`config.mk`:
```
export PLATFORM = sky130hd
export DESIGN_NAME = pipe_hazard_ctrl
export DESIGN_NICKNAME = d
export VERILOG_FILES = /design/src/rtl/pipe_hazard_ctrl.sv
export SDC_FILE = /design/constraint.sdc
export NUM_CORES = 1
export LEC_CHECK = 0
export BUFFER_PORTS_ARGS = -buffer_cell sky130_fd_sc_hd__buf_2
export CORE_UTILIZATION = 33
export DETAILED_ROUTE_END_ITERATION = 8
export PLACE_DENSITY = 0.79
export SKIP_CTS_REPAIR_TIMING = 1
export SLEW_MARGIN = 20
export SYNTH_ARGS = -nofsm -noshare
export SYNTH_HDL_FRONTEND = slang
export SYNTH_SLANG_ARGS = --single-unit
```
`constraint.sdc`:
```
create_clock -name CLK -period 2.2 [get_ports CLK]
set_input_delay 0.44 -clock CLK [delete_from_list [all_inputs] [get_ports CLK]]
set_output_delay 0.44 -clock CLK [all_outputs]
set_load 0.005 [all_outputs]
```
`src/rtl/pipe_hazard_ctrl.sv`:
```
// rtl/pipe_hazard_ctrl.sv - pipeline hazard control: load-use stall, redirect flush, memory freeze, forwarding
// Optional stall-cycle counter enabled by defining HAZARD_PERF_CNT_EN.
module pipe_hazard_ctrl (
  input  logic       CLK,
  input  logic       Resetn,
  input  logic [4:0] id_rs,
  input  logic [4:0] id_rt,
  input  logic       id_uses_rt,
  input  logic [4:0] ex_rs,
  input  logic [4:0] ex_rt,
  input  logic [4:0] ex_rd,
  input  logic       ex_regwr,
  input  logic       ex_memtoreg,
  input  logic [4:0] mem_rd,
  input  logic       mem_regwr,
  input  logic [4:0] wb_rd,
  input  logic       wb_regwr,
  input  logic       m_branch,
  input  logic       m_zero,
  input  logic       m_jump,
  input  logic       mem_access,
  input  logic       dmem_ready,
  output logic       pc_en,
  output logic       ifid_en,
  output logic       idex_en,
  output logic       exm_en,
  output logic       ifid_flush,
  output logic       idex_flush,
  output logic       exm_flush,
  output logic [1:0] fwd_a,
  output logic [1:0] fwd_b,
  output logic [1:0] state
`ifdef HAZARD_PERF_CNT_EN
  ,
  output logic [15:0] stall_cnt
`endif
);

  typedef enum logic [1:0] {
    RUN      = 2'b00,
    LU_STALL = 2'b01,
    MEM_WAIT = 2'b10,
    SPARE    = 2'b11
  } state_t;

  state_t cur_state;
  state_t nxt_state;

  logic freeze;
  logic redirect;
  logic loaduse;

  assign freeze   = mem_access & ~dmem_ready;
  assign redirect = (m_branch & m_zero) | m_jump;
  assign loaduse  = ex_memtoreg & ex_regwr & (ex_rd != 5'd0) &
                    ((ex_rd == id_rs) | (id_uses_rt & (ex_rd == id_rt)));

  assign state = cur_state;

  always_ff @(negedge CLK) begin
    if (!Resetn)
      cur_state <= RUN;
    else
      cur_state <= nxt_state;
  end

  always_comb begin
    pc_en      = 1'b1;
    ifid_en    = 1'b1;
    idex_en    = 1'b1;
    exm_en     = 1'b1;
    ifid_flush = 1'b0;
    idex_flush = 1'b0;
    exm_flush  = 1'b0;
    nxt_state  = RUN;
    if (!Resetn) begin
      // Registers keep loading so the whole pipeline fills with bubbles.
      ifid_flush = 1'b1;
      idex_flush = 1'b1;
      exm_flush  = 1'b1;
    end else if (freeze) begin
      pc_en     = 1'b0;
      ifid_en   = 1'b0;
      idex_en   = 1'b0;
      exm_en    = 1'b0;
      nxt_state = MEM_WAIT;
    end else if (redirect) begin
      ifid_flush = 1'b1;
      idex_flush = 1'b1;
      exm_flush  = 1'b1;
    end else if (cur_state != LU_STALL && loaduse) begin
      // The load has reached MEM once LU_STALL is left, so one bubble suffices.
      pc_en      = 1'b0;
      ifid_en    = 1'b0;
      idex_flush = 1'b1;
      nxt_state  = LU_STALL;
    end
  end

  always_comb begin
    fwd_a = 2'b00;
    fwd_b = 2'b00;
    if (Resetn) begin
      if (mem_regwr && mem_rd != 5'd0 && mem_rd == ex_rs)
        fwd_a = 2'b10;
      else if (wb_regwr && wb_rd != 5'd0 && wb_rd == ex_rs)
        fwd_a = 2'b01;
      if (mem_regwr && mem_rd != 5'd0 && mem_rd == ex_rt)
        fwd_b = 2'b10;
      else if (wb_regwr && wb_rd != 5'd0 && wb_rd == ex_rt)
        fwd_b = 2'b01;
    end
  end

`ifdef HAZARD_PERF_CNT_EN
  always_ff @(negedge CLK) begin
    if (!Resetn)
      stall_cnt <= 16'd0;
    else if (!pc_en && stall_cnt != 16'hFFFF)
      stall_cnt <= stall_cnt + 16'd1;
  end
`endif

endmodule

```
==> impl_metrics.tcl <==
set metrics [dict create \
    rows 14 \
    outcome "finished with violations" \
    post_synth_main_area_contributors "xor2_1, xnor2_1, dfxtp_1, or4_1, nor4_1" \
    power.share.sequential_pct 13.3 \
    diodes_inserted 0 \
    synthCells 68 \
    yosys.cell_types.count 23 \
    synth_seq_cells 2 \
    die_area_um2 1780 \
    postRouteWirelength_um 1760 \
    combPwrFrac_pct 51.7 \
    cts_htree_levels 1 \
    gp_congestion 0.770 \
    io_pins 60 \
    endpoint_arrival_time_on_the_critical_path_ns 2.36 \
    worst_setup_path_start_kind "flip-flop" \
    timing.critical_path.fanout_max 3 \
    synth-seq-area-share_pct 7.51 \
    power.share.clock_pct 35.0 \
    post_synth.cell_area_avg_um2 7.84 \
    total_power_w 0.000286 \
    min_path_type "reg -> reg" \
    end_kind "output pin" \
    grt_start_max_net_pins 6 \
    floorplan.core_area_um2 1510 \
    die_height_um 42.2 \
    report.final.slew_viol_count 0 \
    tightestPinTransition_ns 0.400 \
    grt_antenna_before_repair 0 \
    cpMaxStageDelayCell "dfxtp_2" \
    total_number_of_clock_tree_sinks 2 \
    vias 748 \
    setup_repair_after_global_routing_missed_its_margin "true" \
    placed_cells_incl_taps 147 \
    placement.cell_area_um2 908 \
    largest_register_ff_count 2 \
    clock_insertion_delay_worst_skew_ns 0.29 \
    internal_power_w 0.000183 \
    cell_type_contributing_the_most_total_cell_area_after_synthesis "xor2_1" \
    timing_worst_setup_path_type "reg -> out" \
    buffer_ports.inserted 59 \
    finish.instance_area_um2 936 \
    layout_common_cells "buf_2, xor2_1, xnor2_1, buf_4" \
    synthesis.nets 115 \
    fin_tns_setup_ns -2.02 \
    worst_clock_skew_ns 0.0111 \
    layout.cells.most_common "buf_2" \
    first_global_vias 680 \
    iteration_0_drc_markers 5 \
    fraction_of_power_spent_switching_nets_pct 36.0 \
    die_width_um 42.2 \
    final_cells 151 \
    clk_pin_slew_worst_paths_ns 0.03 \
    cts.path.max_buffers 2 \
    grt_usage_pct 20.4 \
    tritoncts "done" \
    irDropWorstVdd_mv 0.178 \
    required_time_of_the_critical_path_ns 1.76 \
    crit_chain "nand2b_4 > o2111ai_4 > o31a_1 > buf_2" \
    power.density_nw_per_um2 306 \
    routed_wire_length_per_instance_um 11.6 \
    detailedRoute.firstPassIterationCount 4 \
    yosys_warnings 0 \
    fill_count 138 \
    layout.nets 184 \
    violations "negative setup slack" \
    area_growth_pct 75.6 \
    layout-drive-gt1-share_pct 57.0 \
    synth_largest_type_area_fraction_pct 34.5 \
    grt_pass1_wl_um 2710 \
    floorplan.initialDensity_pct 35.4 \
    cap_viol_max_count 0 \
    relSlewSlack_pct 73.1 \
    power.leakage_nw 0.476 \
    viasPerCell 4.95 \
    setup_violations 6 \
    post-route-worst-setup-slack_ns -0.601 \
    detailedPlacementHpwl_um 1580 \
    grt.overflow.total 0 \
    cts_made_buffers 3 \
    postRouteAntennaNets 0 \
    slowest_delay_ns 0.32 \
    synth.cell_area_um2 533 \
    clk_root_buffer_cell "clkbuf_4" \
    detail_route.drc_violations 0 \
    fin_hold_ws_ns 0.559 \
    total_switching_power_w 0.000103 \
    timing.final.hold_violations 0 \
]
cell usage after synthesis:
| library cell | count |
|---|---|
| xor2_1 | 21 |
| xnor2_1 | 9 |
| nor4_1 | 4 |
| or4_1 | 4 |
| buf_4 | 3 |
| inv_1 | 3 |
| nand2_1 | 3 |
| nand3_1 | 3 |
| nor3_1 | 3 |
| dfxtp_1 | 2 |
| a32oi_1 | 1 |
| and2_1 | 1 |
| and2_2 | 1 |
| nand2b_1 | 1 |
| nand3b_1 | 1 |
| nor2_1 | 1 |
| nor2b_1 | 1 |
| nor4_2 | 1 |
| o2111ai_1 | 1 |
| o211ai_1 | 1 |
| o21ai_2 | 1 |
| o31a_1 | 1 |
| o31ai_1 | 1 |
worst paths after layout:
kind / start / endpoint / slack, ns / depth (start not counted)
max reg2reg: state[1] / state[0] / 1.32 / 3
min: state[0] / state[0] / 0.56 / 3
max: state[1] / ifid_en / -0.60 / 4
min reg2reg: state[0] / state[0] / 0.56 / 3
through the flow:
step	setup WS, ns	utilization [%]
after floorplan	-0.334	-
after global placement	-0.410	60.3
final	-0.601	62.1
after CTS	-0.627	62.0
after global routing	-0.680	62.1
after detailed placement	-0.421	60.3
per-layer routing:
layer / global-route usage [%] / vias to the layer above / part of all wire [%]
met4: 10.6 / 0 / 1.8
li1: - / 379 / -
met5: 0 / - / 0
met3: 4.74 / 4 / 9.8
met1: 17.2 / 310 / 35
met2: 42.2 / 55 / 54
area by class of cell:
class | instances | area (µm²) | share of cell area, %
clock inverters | 2 | 7.51 | 0.802
clock buffers | 3 | 22.5 | 2.41
repair buffers | 66 | 348 | 37.2
flip-flops and latches | 2 | 42.5 | 4.55
well taps | 16 | 20.0 | 2.14
inverters | 2 | 7.51 | 0.802
multi-input cells | 60 | 488 | 52.1
worst max-delay path, delay by kind of cell, from the launching register on:
kind | cells | cell delay (ns)
compound gates | 2 | 0.41
buf+inv | 1 | 0.13
flops | 1 | 0.32
simple gates | 1 | 0.13
cells by family (layout without fill, tap and decap cells):
logic type | count (synthesis) | after routing | synth area share (%)
XOR/XNOR | 30 | 30 | 49.3
buffers and inverters | 6 | 73 | 6.34
AND/OR/NAND/NOR | 24 | 24 | 27.5
flip-flops | 2 | 2 | 7.51
AO/OA/AOI/OAI | 6 | 6 | 9.39
power by group through the flow:
| stage | sequential, W | combinational [W] | clock (W) |
|---|---|---|---|
| after global placement | 0.0000383 | 0.000143 | 0.00000854 |
| after floorplan | 0.0000384 | 0.0000644 | 0.00000854 |
| after detailed placement | 0.0000384 | 0.000149 | 0.00000854 |
| after global routing | 0.0000379 | 0.000161 | 0.000115 |
| final | 0.0000380 | 0.000148 | 0.000100 |
| after CTS | 0.0000380 | 0.000149 | 0.000106 |
Note: power is estimated with default switching activity, not from simulation.
